--- src/rtl/lsu_pkg.sv ---
// Shared types for the load/store unit.
// Access sizes, FSM states and the latched request bundle.
package lsu_pkg;

  typedef enum logic [1:0] {
    SZ_B,
    SZ_H,
    SZ_W,
    SZ_BAD
  } size_e;

  typedef enum logic [2:0] {
    IDLE,
    LD,
    RMW_RD,
    WR,
    RESP
  } state_e;

  typedef struct packed {
    logic        write;
    size_e       size;
    logic        uns;
    logic [31:0] addr;
    logic [31:0] wdata;
  } lsu_req_t;

endpackage

--- src/rtl/lsu_align.sv ---
// Lane extraction with sign/zero extension for loads,
// and byte/half merge into a read word for sub-word stores.
module lsu_align
  import lsu_pkg::*;
(
  input  size_e       size,
  input  logic [1:0]  lane,
  input  logic        is_unsigned,
  input  logic [31:0] rdata,
  input  logic [31:0] wdata,
  output logic [31:0] ld_data,
  output logic [31:0] merged
);

  logic [4:0]  b_sh;
  logic [4:0]  h_sh;
  logic [31:0] b_word;
  logic [31:0] h_word;
  logic [7:0]  b;
  logic [15:0] h;

  assign b_sh   = {lane, 3'b000};
  assign h_sh   = {lane[1], 4'b0000};
  assign b_word = rdata >> b_sh;
  assign h_word = rdata >> h_sh;
  assign b      = b_word[7:0];
  assign h      = h_word[15:0];

  always_comb begin
    ld_data = rdata;
    merged  = wdata;
    unique case (size)
      SZ_B: begin
        ld_data = {{24{~is_unsigned & b[7]}}, b};
        merged  = (rdata & ~(32'h0000_00ff << b_sh))
                | ({24'h0, wdata[7:0]} << b_sh);
      end
      SZ_H: begin
        ld_data = {{16{~is_unsigned & h[15]}}, h};
        merged  = (rdata & ~(32'h0000_ffff << h_sh))
                | ({16'h0, wdata[15:0]} << h_sh);
      end
      default: begin
        ld_data = rdata;
        merged  = wdata;
      end
    endcase
  end

endmodule

--- src/rtl/lsu_mem_ctrl.sv ---
// Load/store unit FSM: request latch, access checks and
// word-aligned memory sequencing with read-modify-write.
module lsu_mem_ctrl #(
  parameter int MEM_WORDS = 256
) (
  input  logic        clk,
  input  logic        reset_n,
  input  logic        req_valid,
  output logic        req_ready,
  input  logic        req_write,
  input  logic [1:0]  req_size,
  input  logic        req_unsigned,
  input  logic [31:0] req_addr,
  input  logic [31:0] req_wdata,
  output logic        rsp_valid,
  input  logic        rsp_ready,
  output logic [31:0] rsp_rdata,
  output logic        rsp_err,
  output logic        mem_write,
  output logic [31:0] mem_address,
  output logic [31:0] mem_write_data,
  input  logic [31:0] mem_read_data
);
  import lsu_pkg::*;

  state_e      state;
  lsu_req_t    req;
  size_e       sz;
  logic        mis;
  logic        oor;
  logic        bad;
  logic        go_err;
  logic        go_ld;
  logic        go_wr;
  logic        go_rmw;
  logic [31:0] ld_data;
  logic [31:0] merged;

  assign sz        = size_e'(req_size);
  assign req_ready = (state == IDLE);

  assign mis = (sz == SZ_H && req_addr[0])
             || (sz == SZ_W && req_addr[1:0] != 2'b00);
  assign oor = req_addr[31:2] >= 30'(MEM_WORDS);
  assign bad = mis || oor || (sz == SZ_BAD);

  assign go_err = bad;
  assign go_ld  = !bad && !req_write;
  assign go_wr  = !bad && req_write && (sz == SZ_W);
  assign go_rmw = !bad && req_write && (sz != SZ_W);

  lsu_align u_align (
    .size        (req.size),
    .lane        (req.addr[1:0]),
    .is_unsigned (req.uns),
    .rdata       (mem_read_data),
    .wdata       (req.wdata),
    .ld_data     (ld_data),
    .merged      (merged)
  );

  always_ff @(posedge clk or negedge reset_n) begin
    if (!reset_n) begin
      state          <= IDLE;
      req            <= '0;
      rsp_valid      <= 1'b0;
      rsp_rdata      <= '0;
      rsp_err        <= 1'b0;
      mem_write      <= 1'b0;
      mem_address    <= '0;
      mem_write_data <= '0;
    end else begin
      mem_write <= 1'b0;
      unique case (state)
        IDLE: begin
          if (req_valid) begin
            req       <= '{req_write, sz, req_unsigned,
                           req_addr, req_wdata};
            rsp_rdata <= '0;
            rsp_err   <= 1'b0;
            if (!bad)
              mem_address <= {req_addr[31:2], 2'b00};
            unique case (1'b1)
              go_err: begin
                rsp_err   <= 1'b1;
                rsp_valid <= 1'b1;
                state     <= RESP;
              end
              go_ld:  state <= LD;
              go_wr: begin
                mem_write      <= 1'b1;
                mem_write_data <= req_wdata;
                state          <= WR;
              end
              go_rmw: state <= RMW_RD;
              default: state <= IDLE;
            endcase
          end
        end
        LD: begin
          rsp_rdata <= ld_data;
          rsp_valid <= 1'b1;
          state     <= RESP;
        end
        RMW_RD: begin
          mem_write      <= 1'b1;
          mem_write_data <= merged;
          state          <= WR;
        end
        WR: begin
          rsp_valid <= 1'b1;
          state     <= RESP;
        end
        RESP: begin
          if (rsp_ready) begin
            rsp_valid <= 1'b0;
            state     <= IDLE;
          end
        end
        default: state <= IDLE;
      endcase
    end
  end

endmodule
--- config.mk ---
export PLATFORM = sky130hd
export DESIGN_NAME = lsu_mem_ctrl
export DESIGN_NICKNAME = d
export VERILOG_FILES = /design/src/rtl/lsu_pkg.sv /design/src/rtl/lsu_align.sv /design/src/rtl/lsu_mem_ctrl.sv
export SDC_FILE = /design/constraint.sdc
export NUM_CORES = 1
export LEC_CHECK = 0
export ABC_AREA = 1
export BUFFER_PORTS_ARGS = -buffer_cell sky130_fd_sc_hd__clkbuf_2
export CAP_MARGIN = 20
export CORE_MARGIN = 2
export CORE_UTILIZATION = 55
export CTS_BUF_LIST = sky130_fd_sc_hd__clkbuf_4
export DETAILED_ROUTE_END_ITERATION = 10
export PLACE_DENSITY = 0.84
export SYNTH_ARGS = -nofsm -noshare
export SYNTH_HDL_FRONTEND = slang
export SYNTH_SLANG_ARGS = --single-unit
export TNS_END_PERCENT = 50
--- constraint.sdc ---
create_clock -name clk -period 2.4 [get_ports clk]
set_input_delay 0.12 -clock clk [delete_from_list [all_inputs] [get_ports clk]]
set_output_delay 0.12 -clock clk [all_outputs]
set_load 0.01 [all_outputs]
## After elaboration in Yosys (flattened, before gate mapping)

Index checks and enable logic that the tools add are counted.

| word-level totals | value |
|---|---|
| output and inout port bits | 100 |
| logic and storage cells | 84 |
| input port bits | 104 |
| register bits | 137 |

| operators by class | value |
|---|---|
| equal/unequal tests | 13 |
| mux-type cells | 19 |
| order comparisons | 1 |
| bitwise gates (word level) | 10 |
| shifts and indexed selects | 6 |
| reduce and logical (&&, ||, !) cells | 24 |

Operators with widths:

| cell | count |
|---|---|
| 32-bit case mux with 2 select lines | 4 |
| 32-bit two-way mux | 3 |
| 32-bit bitwise AND | 2 |
| 32-bit inverter | 2 |
| 32-bit bitwise OR | 2 |
| 16-bit by 5-bit << shifter with 32-bit output | 1 |
| 16-bit by 5-bit << shifter with 32-bit output, first input constant | 1 |
| 8-bit by 5-bit << shifter with 32-bit output | 1 |
| 8-bit by 5-bit << shifter with 32-bit output, first input constant | 1 |
| 32-bit by 5-bit >> shifter with 16-bit output | 1 |
| 32-bit by 5-bit >> shifter with 8-bit output | 1 |
| 30-bit by 9-bit greater-or-equal comparator with 1-bit output, second input constant | 1 |
| 3-bit case mux with 4 select lines | 2 |
| 3-bit by 2-bit == test with 1-bit output, second input constant | 2 |
| 1-bit logical AND | 6 |
| 1-bit two-way mux | 6 |
| 3-bit two-way mux | 2 |
| 2-bit != test, second input constant | 3 |
| 2-bit AND reduction | 3 |
| 3-bit AND reduction | 2 |
| 2-bit nonzero test | 3 |
| 2-bit by 1-bit == test with 1-bit output, second input constant | 2 |
| 2-bit == test, second input constant | 2 |
| 2-bit by 1-bit != test with 1-bit output, second input constant | 2 |
| 13 further kinds | 18 |

## Longest topological paths before layout

| depth | value |
|---|---|
| depth in word-level cells | 11 |
| mapped depth | 12 |
| gate-level depth less buffers | 10 |

## By module

Synthesis repeated with hierarchy kept, for this count alone.

| unflattened totals | value |
|---|---|
| cells, all modules | 1022 |
| area total of the unflattened synthesis | 7631.1 um^2 |

Modules (own cells, without submodules):

| module | cells each | times used | area each (um^2) |
|---|---|---|---|
| lsu_mem_ctrl | 672 | 1 | 5805.6 |
| lsu_align | 350 | 1 | 1825.5 |

## Worst setup path after synthesis

No wires, ideal clock.

| timing | value |
|---|---|
| kind | reg-to-reg |
| start | register state[2] |
| end | register rsp_rdata[3] |
| path buffers | 1 |
| period minus slack after synthesis | 1.498 ns |
| cell stages (with the launch flop) | 9 |
| path slack | 0.902 ns |
| data arrival time | 1.377 ns |
| required time | 2.279 ns |
| cell sequence | dfrtp_1 -> nor2_1 -> inv_2 -> nor2_4 -> inv_2 -> nor2_4 -> nor2_1 -> buf_2 -> a22o_1 |

| between the ends | value |
|---|---|
| cells in the longest elaborated chain, start to end | 3 |

RTL lines:

| item | line | text |
|---|---|---|
| from (decl) | lsu_mem_ctrl.sv:26 | `state_e state;` |
| from (signal assigned) | lsu_mem_ctrl.sv:64 | `state <= IDLE;` |
| from (signal assigned) | lsu_mem_ctrl.sv:87 | `state <= RESP;` |
| from (signal assigned) | lsu_mem_ctrl.sv:89 | `go_ld: state <= LD;` |
| 3-bit logical NOT (*) | - |  |
| net req_ready | lsu_mem_ctrl.sv:9 | `output logic req_ready,` |
| 2-bit != test (no source line) or 2-bit nonzero test (tied branches) | - |  |
| 2-bit AND reduction (no source line) | - |  |
| to (signal assigned) | lsu_mem_ctrl.sv:101 | `rsp_rdata <= ld_data;` |
| to (decl) | lsu_mem_ctrl.sv:17 | `output logic [31:0] rsp_rdata,` |

The timed path passes the listed nets; every way through them passes the cells marked *.
A chain may end at the register's enable or synchronous reset.

## Worst setup path in the final report

| timing | value |
|---|---|
| start | register state[2] |
| end | register state[1] |

| between the ends | value |
|---|---|
| cells in the longest elaborated chain, start to end | 3 |

RTL lines:

| item | line | text |
|---|---|---|
| 3-bit by 2-bit == test with 1-bit output (tied with other cells) | lsu_mem_ctrl.sv:74 | `unique case (state)` |
| 2-bit OR reduction (no source line) or 2-bit != test (tied branches) | - |  |
| 3-bit case mux with 4 select lines or 2-bit AND reduction (tied branches) | - |  |

Parallel ways exist; a longest one is shown, timed or not.

==> qor.txt <==
Status: finished clean
Total track usage: 34.8%
Worst-path clk slew: 0.15 ns
Final hold vios: 0
Die Ht: 120 um
Syn Inst Count: 1027
Worst Path Required: 2.92 ns
Yosys warns: 0
# nets final: 1400
Fin crit share: 93.9%
Clock buffer count from CTS: 17
Placed instance area: 8500 um^2
Fmax: 444 MHz
Least-Margin Pin Slew: 0.896 ns
Global-route wire length before repair: 39100 um
Largest net degree at the start of global routing: 61
Initial antenna violation count: 0
TritonRoute pass-1 iters: 5
Antenna viol nets, final: 0
Worst vdd ir: 0.000460 V
Area growth syn-to-layout: 31.3%
Number of clock sinks: 137
Vias in the first global route: 7791
Root buffer cell: clkbuf_4
Final clock skew: 0.0261 ns
Worst Path Arrival: 2.77 ns
Depth of the CTS H-tree: 4
Setup crit start kind: flop
Port Buffers: 201
Dominant cell type by area after synthesis: dfrtp_1
RSZ-0062 raised after global routing: no
Tmin final: 2.25 ns
Synth Cell Area: 7370 um^2
Final WL: 24000 um
Core ar.: 13200 um^2
Die width: 120 um
Crit. End Element: flop
Power Total: 7.99 mW
Final setup fails: 0
Worst hold-check path type: input pin to asynchronous set/reset pin
Congestion Overflow GR: 0
DR vias: 8107
Max-Cap Viols: 0
Initial Utilization: 55.9%
Seq cells post-synth: 137
GPL Wtd Cong: 0.975
Hold Slack: 0.0669 ns
LEAKAGE: 5.27 nW
Clock latency on the worst-skew pair: 0.60 ns
Die ar.: 14300 um^2
FILL cells: 998
Register area share after synthesis: 46.5%
Kind of critical path: flop to flop
Slew margin rel.: 40.2%
# rows: 42
Final TNS setup: 0 ns
Slew Limit Fails: 0
Share of cells above drive strength 1: 21.6%
Worst-case clock buffer depth: 2
Netlist cell types: 28
Synth top area share: 46.5%
Commonest non-fill, non-tap cell in the layout: nand2_1
Residual DRC: 0
Most frequent cells in the layout: nand2_1 (386), clkbuf_2 (200), dfrtp_1 (137)
Via density: 5.46
Top cells by area, synth: dfrtp_1 (46%), nand2_1 (20%), o21ai_0 (7.8%)
Reg2reg setup slack: 0.15 ns
Syn avg cell area: 7.18 um^2
TritonCTS clock tree: built
Pwr per Cell Area: 826 nW/um^2
Number of antenna diodes: 0
Post-DR wirelength/cell: 16.2 um
# IOs: 204
Critical path fanouts, max: 7
Fin area: 9680 um^2
DP HPWL: 15700 um
Initial DRC count: 761
-- power breakdown --
part	switching [mW]	internal, mW	total (mW)
clock network	0.917	0.737	1.65
logic	2.31	1.06	3.37
registers	0.313	2.65	2.97
-- logic make-up (layout without fill, tap and decap cells) --
logic type | after synthesis | in the layout | share of synthesized area [%]
DFF | 137 | 137 | 46.5
AOI/OAI and AO/OA | 201 | 201 | 15.5
and+or+nand+nor | 548 | 548 | 29.9
other | 1 | 2 | 0.0509
buffers and inverters | 140 | 421 | 8.08
-- per-layer routing --
layer,GRT usage (%),wire [um],vias to the layer above
li1,-,-,3822
met1,44.8,9750,3795
met2,57.2,11600,429
met3,8.65,1960,61
met4,12.6,699,0
met5,0,0,-
-- final cells by class --
cell class,count,area [um^2],area share [%]
clock buffers,18,135,1.40
clock inverters,14,173,1.78
inverters,81,304,3.14
multi-input cells,751,3360,34.7
flip-flops and latches,137,3430,35.4
well taps,176,220,2.27
repair buffers,308,2060,21.3
-- cell usage after synthesis --
cell / instances
inv_2: 5
o21ai_1: 4
buf_6: 2
nand3_2: 1
a21oi_1: 34
clkbuf_1: 23
or2_2: 1
o21ai_0: 115
nand3b_1: 1
nor2_1: 79
o21a_1: 1
o211ai_1: 30
conb_1: 1
a22o_1: 4
nand2_1: 387
a211oi_1: 1
nor3_1: 1
nor2_2: 2
buf_2: 20
nand3_1: 67
buf_4: 8
o21ai_2: 11
o22ai_1: 1
dfrtp_1: 137
buf_1: 6
inv_1: 76
nand2_2: 5
nor2_4: 4
-- worst paths after layout --
check                      cells after the start                            end                   startpoint
setup / recovery                               7           state[1]$_DFFE_PN0P_         state[2]$_DFFE_PN0P_
min in group clk                               8           state[0]$_DFFE_PN0P_                 req_addr[12]
max in group asynchronous                      3  mem_write_data[2]$_DFFE_PN0P_                      reset_n
setup reg to reg                               7           state[1]$_DFFE_PN0P_         state[2]$_DFFE_PN0P_
hold reg to reg                                2    mem_address[18]$_DFFE_PN0P_  mem_address[18]$_DFFE_PN0P_
hold / removal                                 2  mem_write_data[0]$_DFFE_PN0P_                      reset_n
-- state kept, by name, indices dropped and copies added (netlist names) --
| signal | flops |
|---|---|
| mem_address | 30 |
| mem_write | 1 |
| mem_write_data | 32 |
| req | 37 |
| rsp_err | 1 |
| rsp_rdata | 32 |
| rsp_valid | 1 |
| state | 3 |
-- critical path, cell delays in order (launching register included) --
cell and delay, ns:
dfrtp_1 0.40, nor2_1 0.19, inv_2 0.08, nor2_4 0.16, nand3_1 0.10, dlygate4sd3_1 0.58, a21oi_1 0.12, dlygate4sd3_1 0.56
-- through the flow --
stage                     setup WS (ns)  cells  util, %
after floorplan                   0.902   1028        -
after global placement            0.482   1366     64.4
after detailed placement          0.415   1366     64.4
after CTS                         0.196   1484     73.3
after global routing             0.0592   1485     73.4
final                             0.147   1485     73.4
-- timing repair --
item | in CTS | in global routing
hold buffers | 86 | 0
endpoints found under the hold margin | 212 | 0
setup buffers | 0 | 0
resized for setup | 0 | 0
No activity file was read; power rests on OpenSTA's default activity.
